`config.mk`:
```
export PLATFORM = sky130hd
export DESIGN_NAME = elevator_scan_ctrl
export DESIGN_NICKNAME = d
export VERILOG_FILES = /design/src/rtl/elevator_scan_ctrl.sv
export SDC_FILE = /design/constraint.sdc
export NUM_CORES = 1
export LEC_CHECK = 0
export CAP_MARGIN = 20
export CORE_ASPECT_RATIO = 1.75
export CORE_MARGIN = 2
export CORE_UTILIZATION = 55
export DETAILED_ROUTE_END_ITERATION = 6
export DONT_BUFFER_PORTS = 1
export PLACE_DENSITY_LB_ADDON = 0.25
export SLEW_MARGIN = 20
export SYNTH_ARGS = -nofsm -noshare
export SYNTH_HDL_FRONTEND = slang
export SYNTH_SLANG_ARGS = --single-unit
```
`constraint.sdc`:
```
create_clock -name clk -period 3.34 [get_ports clk]
set_input_delay 0.334 -clock clk [delete_from_list [all_inputs] [get_ports clk]]
set_output_delay 0.334 -clock clk [all_outputs]
set_load 0.03 [all_outputs]
```
`src/rtl/elevator_scan_ctrl.sv`:
```
// Single-car SCAN controller: the car keeps sweeping one way while calls remain
// ahead of it, then reverses; door dwell, reopen and emergency stop included.
module elevator_scan_ctrl #(
    parameter int NUM_FLOORS        = 8,
    parameter int TRAVEL_CYCLES     = 4,
    parameter int DOOR_OPEN_CYCLES  = 10,
    parameter int DOOR_CLOSE_CYCLES = 3,
    localparam int FLOOR_W = ($clog2(NUM_FLOORS) < 1) ? 1 : $clog2(NUM_FLOORS)
) (
    input  logic                  clk,
    input  logic                  reset,
    input  logic [NUM_FLOORS-1:0] req,
    input  logic                  door_hold,
    input  logic                  estop,
    output logic [FLOOR_W-1:0]    floor,
    output logic                  moving,
    output logic                  door,
    output logic                  direction,
    output logic [NUM_FLOORS-1:0] pending,
    output logic                  arrive,
    output logic                  halted
);

    localparam int CNT_MAX_A = (TRAVEL_CYCLES > DOOR_OPEN_CYCLES) ? TRAVEL_CYCLES : DOOR_OPEN_CYCLES;
    localparam int CNT_MAX   = (CNT_MAX_A > DOOR_CLOSE_CYCLES) ? CNT_MAX_A : DOOR_CLOSE_CYCLES;
    localparam int CNT_W     = (CNT_MAX < 2) ? 1 : $clog2(CNT_MAX);

    localparam logic [CNT_W-1:0] TRAVEL_LOAD = CNT_W'(TRAVEL_CYCLES - 1);
    localparam logic [CNT_W-1:0] OPEN_LOAD   = CNT_W'(DOOR_OPEN_CYCLES - 1);
    localparam logic [CNT_W-1:0] CLOSE_LOAD  = CNT_W'(DOOR_CLOSE_CYCLES - 1);

    typedef enum logic [2:0] {
        IDLE,
        DECIDE,
        TRAVEL,
        DOOR_OPEN,
        DOOR_CLOSING,
        HALT
    } state_t;

    state_t           state;
    logic [CNT_W-1:0] cnt;

    function automatic logic [NUM_FLOORS-1:0] above_mask(input logic [FLOOR_W-1:0] f);
        logic [NUM_FLOORS-1:0] m;
        for (int i = 0; i < NUM_FLOORS; i++) m[i] = (i > int'(f));
        return m;
    endfunction

    function automatic logic [NUM_FLOORS-1:0] below_mask(input logic [FLOOR_W-1:0] f);
        logic [NUM_FLOORS-1:0] m;
        for (int i = 0; i < NUM_FLOORS; i++) m[i] = (i < int'(f));
        return m;
    endfunction

    logic [FLOOR_W-1:0]    next_floor;
    logic [NUM_FLOORS-1:0] here_bit, next_bit, req_latch, clr_mask, pending_next;
    logic                  pend_here, pend_up, pend_down, pend_ahead, pend_behind;
    logic                  nf_pend, nf_ahead, req_here, at_door, arriving;

    // next_floor is only meaningful while travelling, where it always stays in range
    assign next_floor  = direction ? floor + FLOOR_W'(1) : floor - FLOOR_W'(1);
    assign here_bit    = NUM_FLOORS'(1) << floor;
    assign next_bit    = NUM_FLOORS'(1) << next_floor;
    assign pend_here   = |(pending & here_bit);
    assign pend_up     = |(pending & above_mask(floor));
    assign pend_down   = |(pending & below_mask(floor));
    assign pend_ahead  = direction ? pend_up : pend_down;
    assign pend_behind = direction ? pend_down : pend_up;
    assign nf_pend     = |(pending & next_bit);
    assign nf_ahead    = |(pending & (direction ? above_mask(next_floor) : below_mask(next_floor)));
    assign req_here    = |(req & here_bit);
    assign at_door     = (state == DOOR_OPEN) || (state == DOOR_CLOSING);
    assign arriving    = (state == TRAVEL) && (cnt == '0);

    // A call for the floor whose door is open or closing is served by the door itself
    assign req_latch = at_door ? (req & ~here_bit) : req;

    always_comb begin
        clr_mask = '0;
        if (!estop) begin
            if (((state == IDLE) || (state == DECIDE)) && pend_here)
                clr_mask = here_bit;
            else if (arriving && nf_pend)
                clr_mask = next_bit;
        end
    end

    assign pending_next = (pending | req_latch) & ~clr_mask;

    always_ff @(posedge clk) begin
        if (reset) begin
            state     <= IDLE;
            cnt       <= '0;
            floor     <= '0;
            moving    <= 1'b0;
            door      <= 1'b0;
            direction <= 1'b1;
            pending   <= '0;
            arrive    <= 1'b0;
            halted    <= 1'b0;
        end else begin
            pending <= pending_next;
            arrive  <= 1'b0;
            if (estop) begin
                state  <= HALT;
                cnt    <= '0;
                moving <= 1'b0;
                door   <= 1'b0;
                halted <= 1'b1;
            end else begin
                moving <= 1'b0;
                door   <= 1'b0;
                halted <= 1'b0;
                case (state)
                    IDLE: begin
                        if (pend_here) begin
                            state <= DOOR_OPEN;
                            cnt   <= OPEN_LOAD;
                            door  <= 1'b1;
                        end else if (|pending) begin
                            state <= DECIDE;
                        end
                    end
                    DECIDE: begin
                        if (pend_here) begin
                            state <= DOOR_OPEN;
                            cnt   <= OPEN_LOAD;
                            door  <= 1'b1;
                        end else if (pend_ahead) begin
                            state  <= TRAVEL;
                            cnt    <= TRAVEL_LOAD;
                            moving <= 1'b1;
                        end else if (pend_behind) begin
                            state     <= TRAVEL;
                            cnt       <= TRAVEL_LOAD;
                            moving    <= 1'b1;
                            direction <= ~direction;
                        end else begin
                            state <= IDLE;
                        end
                    end
                    TRAVEL: begin
                        if (cnt == '0) begin
                            floor  <= next_floor;
                            arrive <= 1'b1;
                            if (nf_pend) begin
                                state <= DOOR_OPEN;
                                cnt   <= OPEN_LOAD;
                                door  <= 1'b1;
                            end else if (nf_ahead) begin
                                cnt    <= TRAVEL_LOAD;
                                moving <= 1'b1;
                            end else begin
                                state <= DECIDE;
                            end
                        end else begin
                            cnt    <= cnt - CNT_W'(1);
                            moving <= 1'b1;
                        end
                    end
                    DOOR_OPEN: begin
                        if (door_hold || req_here) begin
                            cnt  <= OPEN_LOAD;
                            door <= 1'b1;
                        end else if (cnt == '0) begin
                            state <= DOOR_CLOSING;
                            cnt   <= CLOSE_LOAD;
                        end else begin
                            cnt  <= cnt - CNT_W'(1);
                            door <= 1'b1;
                        end
                    end
                    DOOR_CLOSING: begin
                        if (door_hold || req_here) begin
                            state <= DOOR_OPEN;
                            cnt   <= OPEN_LOAD;
                            door  <= 1'b1;
                        end else if (cnt == '0) begin
                            state <= DECIDE;
                        end else begin
                            cnt <= cnt - CNT_W'(1);
                        end
                    end
                    HALT: begin
                        state <= DECIDE;
                    end
                    default: begin
                        state <= IDLE;
                    end
                endcase
            end
        end
    end

endmodule
```
# == After elaboration in Yosys (flattened, before gate mapping) ==
# Cells that the tools add are included.
# totals
reg_bits,23
latchBits,0
ramBits,0
rom_bits,0
out_inout_bits,16
elab_cells,154
memories,0
# op_classes
addsub,3
n_mul,0
div,0
magnitude_cmp,28
n_eq_ne,21
shifts,2
n_mux,50
bitwise_logic,16
n_reduce_logical,24
# ops
op,n
$and 8x8->8,7
$reduce_or 8->1,7
$mux 4,11
$mux 8,5
$mux 3,11
$gt 3x3->1 const A,8
$pmux 4 s5,1
$lt 3x3->1 const A,6
$pmux 3 s6,1
$mux 1,16
$not 8->8,2
$shl 1x3->8 const A,2
$gt 2x3->1 const A,4
$lt 1x3->1 const A,4
$lt 2x3->1 const A,4
$ne 4x4->1 const B,3
$reduce_and 6->1,2
$reduce_and 5->1,2
$ne 3x2->1 const B,3
$ne 3x3->1 const B,3
$and 8x7->8,1
$or 8x8->8,1
$eq 3x2->1 const B,2
$eq 3x3->1 const B,2
22 further kinds,36

# == Longest topological paths before layout ==
# depth
word_depth,11
mapped_depth,12
depth_no_buf,9

# == Worst setup path before layout ==
# Ideal clock, no wire load.
# synth_timing
path_type,reg-to-reg
start,reg floor[0]
end,reg cnt[2]
setup_ps,70
arrival_ps,2972
slack_ps,298
path_stages_with_launch,11
path_cell_list,dfxtp_1 clkbuf_1 inv_1 ha_1 clkbuf_1 nor2b_1 a221oi_2 o22a_4 a22o_4 or4b_1 a21oi_1
# synth_via
elab_chain_cells,8
word_cells_on_any_way,61
cone_classes,2 x add/sub; 28 x order compare; 4 x eq/ne; 2 x shift; 11 x mux; 6 x bitwise; 8 x reduce/logical
# synth_rtl
item,line_no,rtl
start: declaration,15,"output logic [FLOOR_W-1:0] floor,"
start signal: assignment,145,floor <= next_floor;
$sub 3x1->3 or $add 3x1->3 (tied branches),62,assign next_floor = direction ? floor + FLOOR_W'(1) : floor - FLOOR_W'(1);
$mux 3,62,
"$lt 1x3->1, or another cell as far along",52,for (int i = 0; i < NUM_FLOORS; i++) m[i] = (i < int'(f));
$mux 8 or $and 8x8->8 (tied branches),"71, 70",
$and 8x8->8 or $reduce_or 8->1 (tied branches),"71, 70",
$reduce_or 8->1 or $mux 4 (tied branches),"71, 147",
$ne 4x4->1 (no line) or $mux 4 (tied branches),--,
$reduce_and 5->1 (no line) or $pmux 4 s5 (tied branches),--,
end signal: assignment,158,cnt <= cnt - CNT_W'(1);
end signal: assignment,170,cnt <= cnt - CNT_W'(1);
end signal: assignment,182,cnt <= cnt - CNT_W'(1);
end: declaration,42,logic [CNT_W-1:0] cnt;
# Parallel ways exist; a longest one is shown, timed or not.
# A chain may end at the register's enable or synchronous reset.

# == Final worst setup path ==
# layout_timing
start,reg floor[1]
end,reg state[1]
# layout_via
elab_chain_cells,8
word_cells_on_any_way,62
cone_classes,2 x add/sub; 28 x order compare; 4 x eq/ne; 2 x shift; 12 x mux; 6 x bitwise; 8 x reduce/logical
# layout_rtl
item,line_no,rtl
"$sub 3x1->3, or another cell as far along",62,
"$mux 3, or another cell as far along",62,
"$lt 1x3->1, or another cell as far along",52,
"$mux 8, or another cell as far along",71,assign nf_ahead = |(pending & (direction ? above_mask(next_floor) : below_mask(next_floor)));
"$and 8x8->8, or another cell as far along",71,
"$reduce_or 8->1, or another cell as far along",71,
"$ne 3x3->1 (no line), or another cell as far along",--,
$reduce_and 6->1 (no line) or $pmux 3 s6 (tied branches),--,
end signal: assignment,93,state <= IDLE;
end signal: assignment,106,state <= HALT;
end signal: assignment,118,state <= DOOR_OPEN;
end: declaration,41,state_t state;
# Parallel ways exist; a longest one is shown, timed or not. The select of a mux whose other input is x is not followed.

==> results.py <==
metrics = {
    "logic_synthesis": {
        "netlist_area_um2": 2150,
        "synth-edff-count": 0,
        "ys_seq_elements": 23,
        "synth_cell_types": 63,
        "async_reset_ff_frac": 0,
        "synth_nets": 312,
        "synth_cells": 291,
        "yosysWarnings": 0,
        "synth_flop_cell": "dfxtp_1",
        "yosysSeqAreaShare": 0.214,
        "syn_area_per_cell_um2": 7.40,
    },
    "worst_setup_path": {
        "crit_slowest_cell": "a2111oi_0",
        "startpoint": "floor[1]$_SDFFE_PP0P_",
        "arrival_ps": 3140,
        "r2r-start": "floor[1]$_SDFFE_PP0P_",
        "r2r-end": "state[1]$_SDFFE_PP0P_",
        "required_ps": 3480,
        "critPathMostFrequentCell": "ha_1",
        "crit_buf_inv": 0,
        "crit_end": "state[1]$_SDFFE_PP0P_",
        "path_class": "reg2reg",
        "path_depth": 9,
        "r2r_cells": 9,
        "path_cells": "ha_1 > ha_1 > a221o_1 > a211o_1 > or2_1 > nor3_2 > or3_1 > a211oi_1 > a2111oi_0",
        "critPathMaxStageDelay_ps": 490,
        "crit_family": "compound AO/OA/AOI/OAI gates",
        "cp-start-kind": "flop",
        "crit_path_end_kind": "flop",
        "rrSetupSlack_ps": 340,
        "critPathMaxFanout": 8,
    },
    "clock_tree": {
        "clock-sinks": 23,
        "cts_hold_buffers": 0,
        "cts_resized": 0,
        "cts_setup_buffers": 0,
        "h-tree-depth": 1,
        "cts_max_path_buffers": 2,
        "clock_latency_ps": 280,
        "clockRootBuffer": "clkbuf_8",
        "cts_buffers": 3,
        "clk_pin_slew_ps": 90,
        "cts_tree": "done",
    },
    "sta": {
        "setup_viol": 0,
        "fin_hold_ws_ps": 113,
        "fmax_ghz": 0.333,
        "period_minus_slack_ps": 3000,
        "skew_ps": 7.13,
        "slew_headroom": 0.435,
        "tightest_slew_ps": 838,
        "rsz0062_at_grt": "false",
        "tns_ps": 0,
        "hold_viol": 0,
        "slew_viol_final": 0,
        "fin_crit_sh": 0.899,
    },
    "grt": {
        "grt_start_max_net_pins": 20,
        "antenna_found_initial": 0,
        "first_global_vias": 2253,
        "grt_pass1_wl_mm": 10.9,
        "grt-ovfl-total": 0,
        "grt.total_usage": 0.323,
    },
    "power": {
        "p_per_area_nw_per_um2": 333,
        "power_switching_w": 0.000286,
        "clockPowerShare": 0.247,
        "vdd_ir_drop_max_mv": 0.254,
        "comb_power_share": 0.310,
        "pwr-share-seq": 0.443,
        "p_leak_nw": 0.857,
        "sw_frac_of_total": 0.378,
        "internal-power_w": 0.000470,
        "power_w": 0.000755,
    },
    "floorplanning": {
        "core_area_um2": 3830,
        "die_w_um": 51.3,
        "placementRows": 30,
        "die_height_um": 86.8,
        "dieArea_um2": 4450,
        "io_pins": 28,
        "initial_core_util": 0.563,
    },
    "final_layout": {
        "layout.nets": 307,
        "diodes": 0,
        "drive_above_1_share": 0.116,
        "areaGrowthSynthToFinish_pct": 5.34,
    },
    "drt": {
        "viasPerCell": 6.97,
        "routed_wirelength_mm": 6.89,
        "vias": 2320,
        "drcViolationCount": 0,
        "dr.pass1.iters": 4,
        "final_antenna_net_count": 0,
        "wl_per_cell_um": 20.7,
        "drtIter0Drc": 103,
    },
    "placed_design": {
        "portBuffers": 0,
        "gp_congestion": 0.967,
        "place_hpwl_mm": 5.29,
    },
    "worst_hold_path": {
        "holdCritPathClass": "in2reg",
    },
    "run": {
        "cap_viol_max_count": 0,
    },
    "run_status": {
        "status": "complete, no violations",
    },
}
-- Yosys cell counts (all sizes together) (3+ instances only) --
cell type	count	share of area
mux2i	4	0.019
nand2b	3	0.0087
ha	9	0.052
buf	6	0.015
a211o	3	0.012
o21ai	10	0.023
a21oi	33	0.077
nand3	5	0.012
dfxtp	23	0.21
nand2	24	0.042
a221oi	5	0.023
o221ai	4	0.016
xnor2	3	0.012
nor4	5	0.015
clkbuf	19	0.033
inv	11	0.019
a2111oi	4	0.016
a211oi	9	0.031
nor2b	8	0.023
or3	3	0.0087
o31ai	4	0.014
a22oi	3	0.010
or2	5	0.015
o31a	3	0.012
nor2	25	0.044
nor3	10	0.026
and2	3	0.0087
o21a	5	0.017
o21bai	3	0.010
-- placed cells by master (no fill, tap or decap), types with 3 or more instances in the layout --
cell type / Yosys / final
a2111oi_0: 4 / 4
a211o_1: 3 / 3
a211oi_1: 9 / 9
a21oi_1: 33 / 33
a221oi_1: 4 / 4
a22oi_1: 3 / 3
and2_1: 3 / 3
buf_4: 1 / 15
clkbuf_8: 0 / 3
dfxtp_1: 23 / 23
ha_1: 9 / 9
inv_1: 11 / 11
mux2i_1: 4 / 4
nand2_1: 24 / 24
nand2b_1: 3 / 3
nand3_1: 5 / 5
nor2_1: 25 / 25
nor2b_1: 8 / 8
nor3_1: 9 / 9
nor4_1: 5 / 5
o21a_1: 5 / 5
o21ai_0: 9 / 9
o21bai_1: 3 / 3
o221ai_1: 4 / 4
o31a_1: 3 / 3
o31ai_1: 4 / 4
or2_2: 4 / 4
or3_1: 3 / 3
xnor2_1: 3 / 3
-- how the worst min path moves through the flow --
stage	startpoint	to	slack [ps]	depth (start not counted)
finish	reset	halted$_SDFF_PP0_	110	1
global route	reset	floor[1]$_SDFFE_PP0P_	110	1
CTS	reset	halted$_SDFF_PP0_	120	1
detailed placement	reset	halted$_SDFF_PP0_	400	1
global placement	reset	halted$_SDFF_PP0_	400	1
floorplan	cnt[1]$_SDFFE_PP0P_	cnt[1]$_SDFFE_PP0P_	460	2
-- logic make-up after synthesis --
family / Yosys count / share of synthesized area
fa+ha+maj: 9 / 0.0523
flops: 23 / 0.214
simple gates: 103 / 0.244
mux: 5 / 0.0256
xor+xnor: 5 / 0.0290
buf+inv: 36 / 0.0674
compound gates: 110 / 0.368
-- per-stage QoR --
stage                      util  cell area, um^2  cells  setup WS [ps]
final                     0.593             2270    333            338
after global routing      0.593             2270    333            211
after CTS                 0.593             2270    333            410
after detailed placement  0.581             2220    329            428
after global placement    0.581             2220    329            523
after floorplan               -             2150    291            298
-- registers in the layout, indices dropped and copies added (netlist names) --
signal / cells
state: 3
cnt: 4
door: 1
moving: 1
pending: 8
floor: 3
arrive: 1
direction: 1
halted: 1
-- layer usage --
| layer | wire, um | share of wire | track usage | vias up |
|---|---|---|---|---|
| met5 | 0 | 0 | 0 | - |
| met4 | 401 | 0.058 | 0.211 | 0 |
| met3 | 403 | 0.059 | 0.0466 | 31 |
| met2 | 3590 | 0.52 | 0.579 | 105 |
| met1 | 2490 | 0.36 | 0.339 | 1102 |
| li1 | - | - | - | 1082 |
-- worst register-to-register path: cells and delay by family, from the launching register on --
family,cells,cell delay (ps)
AOI/OAI and AO/OA,4,1200
adders and majority gates,2,500
DFF,1,400
and+or+nand+nor,3,770
-- area by class of cell --
type / instances / area, um^2
Multi-Input combinational cell: 232 / 1550
Inverter: 11 / 41.3
Clock buffer: 3 / 41.3
Fill cell: 367 / 1560
Sequential cell: 23 / 460
Clock inverter: 1 / 5.00
Tap cell: 48 / 60.1
Timing Repair Buffer: 15 / 113
-- power by group through the flow --
stage / clock network [W] / logic (W) / registers, W
2_1_floorplan: 0 / 0.000185 / 0.000328
3_3_place_gp: 0 / 0.000228 / 0.000339
3_5_place_dp: 0 / 0.000229 / 0.000339
4_1_cts: 0.000186 / 0.000230 / 0.000333
5_1_grt: 0.000195 / 0.000254 / 0.000337
6_report: 0.000187 / 0.000234 / 0.000335
No activity file was read; power rests on OpenSTA's default activity.
